===== src/rtl/mcpu_prog_loader.sv =====
// -----------------------------------------------------------------------------
// mcpu_prog_loader
//
// Hardware program loader/dumper for the MCPU instruction RAM. A host stream
// (testbench or UART bridge) issues commands that zero-fill the RAM, stream
// instruction words into it, read it back out, or release the CPU from reset.
// The block owns the single RAM write/read port while it is busy.
//
// Ports
//   clk, reset            rising-edge clock, asynchronous active-low reset
//   cmd_valid/ready       command handshake; op 0=CLEAR 1=LOAD 2=DUMP 3=RUN
//   cmd_op/base/len       command fields, sampled in the accept cycle
//   in_valid/ready/data   load word stream (only consumed while loading)
//   out_valid/ready/data  dump word stream
//   mem_we/re/addr/wdata  RAM port; mem_rdata is valid one cycle after mem_re
//   mem_rdata
//   cpu_reset             active-high reset to the MCPU
//   busy                  high whenever the loader is not idle
//   done                  one-cycle pulse when a command completes
//   err                   one-cycle pulse when a command is rejected
// -----------------------------------------------------------------------------
module mcpu_prog_loader #(
  parameter int WORD_SIZE  = 16,
  parameter int ADDR_WIDTH = 8,
  parameter int RAM_SIZE   = 256
) (
  input  logic                  clk,
  input  logic                  reset,
  input  logic                  cmd_valid,
  output logic                  cmd_ready,
  input  logic [1:0]            cmd_op,
  input  logic [ADDR_WIDTH-1:0] cmd_base,
  input  logic [ADDR_WIDTH:0]   cmd_len,
  input  logic                  in_valid,
  output logic                  in_ready,
  input  logic [WORD_SIZE-1:0]  in_data,
  output logic                  out_valid,
  input  logic                  out_ready,
  output logic [WORD_SIZE-1:0]  out_data,
  output logic                  mem_we,
  output logic                  mem_re,
  output logic [ADDR_WIDTH-1:0] mem_addr,
  output logic [WORD_SIZE-1:0]  mem_wdata,
  input  logic [WORD_SIZE-1:0]  mem_rdata,
  output logic                  cpu_reset,
  output logic                  busy,
  output logic                  done,
  output logic                  err
);

  localparam int LW = ADDR_WIDTH + 1;

  localparam logic [1:0] OP_CLEAR = 2'd0;
  localparam logic [1:0] OP_LOAD  = 2'd1;
  localparam logic [1:0] OP_DUMP  = 2'd2;
  localparam logic [1:0] OP_RUN   = 2'd3;

  typedef enum logic [2:0] {
    S_IDLE,
    S_CLEAR,
    S_LOAD,
    S_DUMP_RD,
    S_DUMP_OUT,
    S_FIN
  } state_t;

  state_t                  r_state;
  state_t                  w_state_nxt;
  logic [ADDR_WIDTH-1:0]   r_base;
  logic [LW-1:0]           r_len;
  logic [LW-1:0]           r_cnt;
  logic                    r_cpu_reset;
  logic                    r_err;
  logic                    r_hold;
  logic [WORD_SIZE-1:0]    r_out_data;

  logic                    w_accept;
  logic [LW:0]             w_end;
  logic                    w_range_bad;
  logic                    w_len_zero;
  logic                    w_last;
  logic                    w_clear_last;
  logic [ADDR_WIDTH-1:0]   w_idx_addr;
  logic                    w_cnt_inc;
  logic                    w_err_nxt;

  // cmd_ready is also forced low while reset is held so every handshake
  // output reads inactive during reset.
  assign cmd_ready    = (r_state == S_IDLE) & reset;
  assign w_accept     = cmd_valid & cmd_ready;

  // One extra bit on the sum so base+len can be compared against RAM_SIZE
  // without overflow; this is what guarantees addresses never wrap.
  assign w_end        = (LW+1)'(cmd_base) + (LW+1)'(cmd_len);
  assign w_range_bad  = (w_end > (LW+1)'(RAM_SIZE));
  assign w_len_zero   = (cmd_len == '0);

  assign w_last       = ((r_cnt + LW'(1)) == r_len);
  assign w_clear_last = (r_cnt == LW'(RAM_SIZE - 1));
  assign w_idx_addr   = r_base + r_cnt[ADDR_WIDTH-1:0];

  assign busy         = (r_state != S_IDLE);
  assign done         = (r_state == S_FIN);
  assign err          = r_err;

  // Non-RUN commands assert CPU reset combinationally in the accept cycle,
  // so the CPU never runs while its program is being rewritten.
  assign cpu_reset    = r_cpu_reset | (w_accept & (cmd_op != OP_RUN));

  // First DUMP_OUT cycle forwards the RAM read data directly (it is only
  // valid for that one cycle); afterwards the captured copy is shown.
  assign out_data     = ((r_state == S_DUMP_OUT) && !r_hold) ? mem_rdata : r_out_data;

  // State register
  always_ff @(posedge clk or negedge reset) begin
    if (!reset) begin
      r_state <= S_IDLE;
    end else begin
      r_state <= w_state_nxt;
    end
  end

  // Next-state and RAM/stream port decode
  always_comb begin
    w_state_nxt = r_state;
    mem_we      = 1'b0;
    mem_re      = 1'b0;
    mem_addr    = '0;
    mem_wdata   = '0;
    in_ready    = 1'b0;
    out_valid   = 1'b0;
    w_cnt_inc   = 1'b0;
    w_err_nxt   = 1'b0;

    case (r_state)
      S_IDLE: begin
        if (w_accept) begin
          case (cmd_op)
            OP_RUN:   w_state_nxt = S_FIN;
            OP_CLEAR: w_state_nxt = S_CLEAR;
            default: begin
              if (w_range_bad) begin
                w_err_nxt = 1'b1;
              end else if (w_len_zero) begin
                w_state_nxt = S_FIN;
              end else if (cmd_op == OP_LOAD) begin
                w_state_nxt = S_LOAD;
              end else begin
                w_state_nxt = S_DUMP_RD;
              end
            end
          endcase
        end
      end

      S_CLEAR: begin
        mem_we    = 1'b1;
        mem_addr  = r_cnt[ADDR_WIDTH-1:0];
        w_cnt_inc = 1'b1;
        if (w_clear_last) begin
          w_state_nxt = S_FIN;
        end
      end

      S_LOAD: begin
        in_ready = 1'b1;
        if (in_valid) begin
          mem_we    = 1'b1;
          mem_addr  = w_idx_addr;
          mem_wdata = in_data;
          w_cnt_inc = 1'b1;
          if (w_last) begin
            w_state_nxt = S_FIN;
          end
        end
      end

      S_DUMP_RD: begin
        mem_re      = 1'b1;
        mem_addr    = w_idx_addr;
        w_state_nxt = S_DUMP_OUT;
      end

      S_DUMP_OUT: begin
        out_valid = 1'b1;
        if (out_ready) begin
          w_cnt_inc   = 1'b1;
          w_state_nxt = w_last ? S_FIN : S_DUMP_RD;
        end
      end

      S_FIN: begin
        w_state_nxt = S_IDLE;
      end

      default: begin
        w_state_nxt = S_IDLE;
      end
    endcase
  end

  // Command latch, word counter, CPU reset and error pulse
  always_ff @(posedge clk or negedge reset) begin
    if (!reset) begin
      r_base      <= '0;
      r_len       <= '0;
      r_cnt       <= '0;
      r_cpu_reset <= 1'b1;
      r_err       <= 1'b0;
    end else begin
      r_err <= w_err_nxt;
      if (w_accept) begin
        r_base      <= cmd_base;
        r_len       <= cmd_len;
        r_cnt       <= '0;
        r_cpu_reset <= (cmd_op != OP_RUN);
      end else if (w_cnt_inc) begin
        r_cnt <= r_cnt + LW'(1);
      end
    end
  end

  // Dump output capture: r_hold marks that the forwarded word has been
  // stored and must be replayed from r_out_data until the consumer takes it.
  always_ff @(posedge clk or negedge reset) begin
    if (!reset) begin
      r_hold     <= 1'b0;
      r_out_data <= '0;
    end else begin
      r_hold <= (r_state == S_DUMP_OUT) && !out_ready;
      if ((r_state == S_DUMP_OUT) && !r_hold) begin
        r_out_data <= mem_rdata;
      end
    end
  end

endmodule

===== config.mk =====
export PLATFORM = sky130hd
export DESIGN_NAME = mcpu_prog_loader
export DESIGN_NICKNAME = d
export VERILOG_FILES = /design/src/rtl/mcpu_prog_loader.sv
export SDC_FILE = /design/constraint.sdc
export NUM_CORES = 1
export LEC_CHECK = 0
export CAP_MARGIN = 20
export CORE_MARGIN = 10
export CORE_UTILIZATION = 30
export DETAILED_ROUTE_END_ITERATION = 7
export GPL_TIMING_DRIVEN = 1
export HOLD_SLACK_MARGIN = 0.03
export PLACE_DENSITY = 0.69
export SKIP_CTS_REPAIR_TIMING = 1
export SLEW_MARGIN = 15
export SYNTH_ARGS = -nofsm -noshare
export SYNTH_HDL_FRONTEND = slang
export SYNTH_SLANG_ARGS = --single-unit

===== constraint.sdc =====
create_clock -name clk -period 2.95 [get_ports clk]
set_clock_uncertainty 0.1 [all_clocks]
set_input_delay 0.59 -clock clk [delete_from_list [all_inputs] [get_ports clk]]
set_output_delay 0.59 -clock clk [all_outputs]
set_load 0.02 [all_outputs]

* After elaboration in Yosys (flattened, before gate mapping)
Cells that the tools add are included. Widths: inputs -> output; s select.
Word-level totals: register bits after elaboration 48, input bits 56, output and inout port bits 49, logic and storage cells 72
Cells by class: add/subtract/negate cells 3, order comparisons 1, eq/ne operators 16, multiplexer cells 29, bitwise gates (word level) 4, reductions and logical operators 11
Operators with widths (count):
- $mux 16 | 3
- $mux 3 | 8
- $pmux 8 s3 | 1
- $mux 9 | 2
- $pmux 3 s5 | 1
- $ne 2x2->1 const B | 6
- $add 8x9->10 | 1
- $gt 10x9->1 const B | 1
- $mux 1 | 10
- $add 9x1->9 const B | 1
- $eq 9x8->1 const B | 1
- $eq 9x9->1 | 1
- $logic_not 9->1 | 1
- $add 8x8->8 | 1
- $mux 8 | 1
- $eq 3x2->1 const B | 2
- $eq 3x3->1 const B | 2
- $pmux 3 s2 | 1
- $reduce_and 6->1 | 1
- $ne 4x2->1 const B | 1
- $and 1x1->1 | 3
- $eq 3x1->1 const B | 1
- $logic_not 3->1 | 1
- $pmux 1 s3 | 1
- other kinds (10) | 12

* Longest topological paths before layout
Gate-level depths: netlist of the first run.
depth after elaboration 7, mapped depth 11

* Worst setup path before layout of the first run
OpenSTA, ideal clock, no wires.
path kind flip-flop to flip-flop, start reg r_cnt[4], end reg r_state[2], setup time 0.096 ns, arrival 2.906 ns, data required time 2.754 ns, path slack -0.151 ns, stages on the path, launching flop included 12, buffers on the path 1, cell sequence dfrtp_1 and3_2 buf_2 and3_1 and3_1 ha_1 xnor2_1 or4_1 or4_4 o21ai_2 o21ai_2 o32ai_2
Between the ends: longest elaborated chain between the ends 5, elaborated cells between the ends (all ways) 9
Ends and longest elaborated chain:
- start: declaration | RTL line 71 | logic [LW-1:0] r_cnt;
- start signal: assignment | RTL line 218 | r_cnt <= r_cnt + LW'(1);
- $add 9x1->9 | RTL line 98 | assign w_last = ((r_cnt + LW'(1)) == r_len);
- $eq 9x9->1 | RTL line 98
- $mux 3 | RTL line 188 | w_state_nxt = w_last ? S_FIN : S_DUMP_RD;
- $mux 3 | RTL line 186 | if (out_ready) begin
- $pmux 3 s5 | RTL line 135 | case (r_state)
- end signal: assignment | RTL line 119 | r_state <= w_state_nxt;
- end: declaration | RTL line 67 | state_t r_state;
Parallel ways exist; a longest one is shown, timed or not. The select of a mux whose other input is x is not followed. A chain may end at the register's enable or synchronous reset.

* Worst setup path after layout of the first run
start reg r_cnt[2], end reg r_state[2]
Same word-level chain as after synthesis.

==> run summary, run 1 <==
• complete, but fails checks — run status
• negative setup slack — failing checks
• 0 — number of warning messages in the yosys log
• 57 — number of different library cells in the post-synthesis netlist
• 4 — drt first pass iters
• 61.2% — worst slew margin relative to its limit
• 955 — count of filler cells inserted in the layout
• 104 — quantity of I/O buffers inserted on ports
• 0 — # DRC
• 30.8% — Initial Util
• 8150 microns — DPL Wire Length
• 0 — count of antenna diodes in the layout
• 3.25 ns — Arrival @ worst endpoint
• 0 — maxcap violations
• done — CTS tree
• 0.09 ns — clock transition at the registers of the reported paths
• 9.45 sq um — Avg Synthesized Cell Area
• 3111 — vias after detailed routing
• 105 — # IOs
• -0.529 ns — Total Neg Setup Slack
• 15800 microns — global-route wire length before repair
• 0 — grt total ovfl
• 47 — maximum number of pins on one net before global-route repair
• 65.6% — area overhead of the layout relative to synthesis
• 172 — count of routing violations after the opening detailed-route iteration
• 0.00319 sq mm — cell area after technology mapping
• 27.7% — share of post-route cells with drive strength above 1
• 123 microns — x dimension of the die
• 2 — # H-tree levels
• dfrtp_1 — library cell occupying the most area in the post-synthesis netlist
• 415 — Synth Net Count
• -0.181 ns — final worst setup slack
• 37.7% — share of the yosys chip area belonging to registers
• 3163 — vias in the first global route
• true — setup repair after global routing missed its margin
• 4 — Crit Path Max Fanout
• flip-flop — crit start category
• 3.07 ns — data required time of the critical path
• 0 — number of antenna violations at the first check in global routing
• 10500 microns — Routed WL
• 4.82 — Vias per Instance
• 0.00120 sq mm — flip-flop and latch area
• 586 — number of nets in the final layout
• 37 — Site Rows
• 12.8% — overall routing resource usage
• flip-flop to flip-flop — kind of critical path
• 0.856 — routability congestion estimate from global placement
• 0.00203 sq mm — total area of multi-input combinational cells
• 100% — FFs w/ async S/R, synth
• 0.0104 sq mm — core footprint
• 4 — number of setup violations in the final report
• clkbuf_8 — root buffer cell
• 0.583 ns — slew at the pin with the worst max-slew slack
• 0.30 ns — Clk Latency, worst-skew pair
• 319 MHz — maximum frequency from static timing analysis
• 0 — count of flip-flops with a built-in enable after synthesis
• nand2_1 (54), dfrtp_1 (47), ha_1 (19) — synth cell count leaders
• dfrtp_1 — Post-synth top flop
• 106% — portion of the clock cycle consumed by the worst path in the final layout
• 0 — max-slew violation count
• 2.88 nW — leakage power figure
• 3.13 ns — time the final worst path needs with I/O delays and setup
• 338 — number of instances in the synthesized netlist
• flip-flop — sort of element at the end of the critical path
• 16.2 microns — average detailed-routed wire length per instance
• 5 — number of buffers created by CTS
• 0.000413 V — worst ir drop on vdd
• nand2_1 — most frequently used cell type in the post-synthesis netlist
• input pin to asynchronous set/reset pin — Hold Crit Class
• 815 mW/mm^2 — pwr/cell area
• 0.00529 sq mm — Non-Filler Cell Area, Final
• 48 — Yosys reg bits
• 123 microns — die height
• dfrtp_1 (37%), ha_1 (7.4%), nand2_1 (6.3%) — leading post-synthesis cells by cell area
• 0.0152 sq mm — Die ar.
• 0 — final number of hold-violating endpoints
• 0 — antenna-violating nets left
• 0.00483 sq mm — area post-placement
• 36.8% — area share of the largest cell type after synthesis
• 48 — CTS Sinks
• 2 — buffer depth of the longest clock path
-- cell type report --
class | instances | area share, %
Clock buffer | 5 | 1.30
Clock inverter | 2 | 1.14
Inverter | 16 | 1.14
Multi-Input combinational cell | 263 | 38.5
Sequential cell | 48 | 22.7
Tap cell | 136 | 3.22
Timing Repair Buffer | 175 | 32.0
-- power by group --
group	internal, W	total (W)	switching [W]	leakage (nW)
sequential	0.000934	0.00111	0.000172	0.599
combinational	0.00133	0.00264	0.00131	2.22
clock	0.000334	0.000557	0.000223	0.0642
total	0.00260	0.00431	0.00171	2.88
-- logic make-up (layout without fill, tap and decap cells) --
family,after synthesis,count (layout),synth area share (%)
adders and majority gates,21,21,8.70
buffers and inverters,27,198,3.92
xor gates and xnor gates,22,22,7.21
muxes,17,17,5.96
AOI/OAI and AO/OA,74,74,16.7
and+or+nand+nor,129,129,19.9
DFF,48,48,37.7
-- flip-flops by register name, summed over array words and instances, names as in the netlist --
register	flops
err	1
r_base	8
r_cnt	9
r_cpu_reset	1
r_hold	1
r_len	9
r_out_data	16
r_state	3
-- worst max-delay path: stages, from the launching register on --
cell     delay, ns
dfrtp_1       0.39
buf_6         0.12
and3_4        0.17
and3_4        0.18
and3_4        0.18
ha_4          0.21
xnor2_4       0.14
or4_4         0.51
or4_4         0.55
nor3_2        0.15
o22ai_2       0.09
o32ai_2       0.24
-- metrics by stage --
step | total power (W) | hold slack, ns | util (%) | setup WS (ns) | std cells
floorplan | 0.00252 | 0.194 | - | -0.00149 | 338
global placement | 0.00356 | 0.325 | 46.6 | -0.456 | 627
detailed placement | 0.00360 | 0.330 | 46.6 | -0.517 | 627
CTS | 0.00418 | -0.00573 | 47.9 | -0.767 | 634
global route | 0.00461 | 0.198 | 51.0 | -0.296 | 645
finish | 0.00431 | 0.205 | 51.0 | -0.181 | 645
-- final timing paths --
path | slack [ns] | to | from | cells past startpoint
setup reg to reg | -0.18 | r_state[2] | r_cnt[2] | 11
max in group asynchronous | 1.95 | r_out_data[10] | reset | 2
hold reg to reg | 0.39 | r_cpu_reset | r_cpu_reset | 2
hold / removal | 0.20 | r_cpu_reset | reset | 1
setup / recovery | -0.18 | r_state[2] | r_cnt[2] | 11
min in group clk | 0.39 | r_cpu_reset | r_cpu_reset | 2
-- cells in the final DEF, fill, tap and decap left out, types with 3 or more instances in the layout --
cell             Yosys  layout
o21ai_0             18      17
inv_1               16      16
xnor2_1             13      12
dlymetal6s2s_1       0      38
ha_1                19      15
o31ai_1              3       3
nand2_1             54      54
xor2_1               7       7
mux2_2              16      16
and3_4               0       3
or4_4                1       3
a21oi_1             15      11
a21oi_2              0       4
nand3_1             11      11
dfrtp_1             47      47
a22o_1               6       6
buf_4                0      65
clkbuf_8             0       5
a21o_1               3       3
buf_6                3       6
and2_1              17      17
nor2_1              17      15
nand2b_1             4       3
or2_2                3       3
nor3_1               5       3
nor3b_1              4       3
clkdlybuf4s50_1      0      62
-- metal layers --
| metal | GRT usage (%) | routed length, microns |
|---|---|---|
| met2 | 21.4 | 5190 |
| met3 | 3.10 | 703 |
| met1 | 16.1 | 4440 |
| met4 | 3.35 | 149 |
| met5 | 0 | 0 |
Note: power is estimated with default switching activity, not from simulation.
==> run 2, diff against run 1 <==
--- a/config.mk
+++ b/config.mk
@@ -8,6 +8,7 @@
 export CAP_MARGIN = 20
 export CORE_MARGIN = 10
 export CORE_UTILIZATION = 30
+export CTS_CLUSTER_DIAMETER = 50
 export DETAILED_ROUTE_END_ITERATION = 7
 export GPL_TIMING_DRIVEN = 1
 export HOLD_SLACK_MARGIN = 0.03
==> results of run 2 <==
Same layout as run 1: the final DEF is identical, and so are final timing and power.
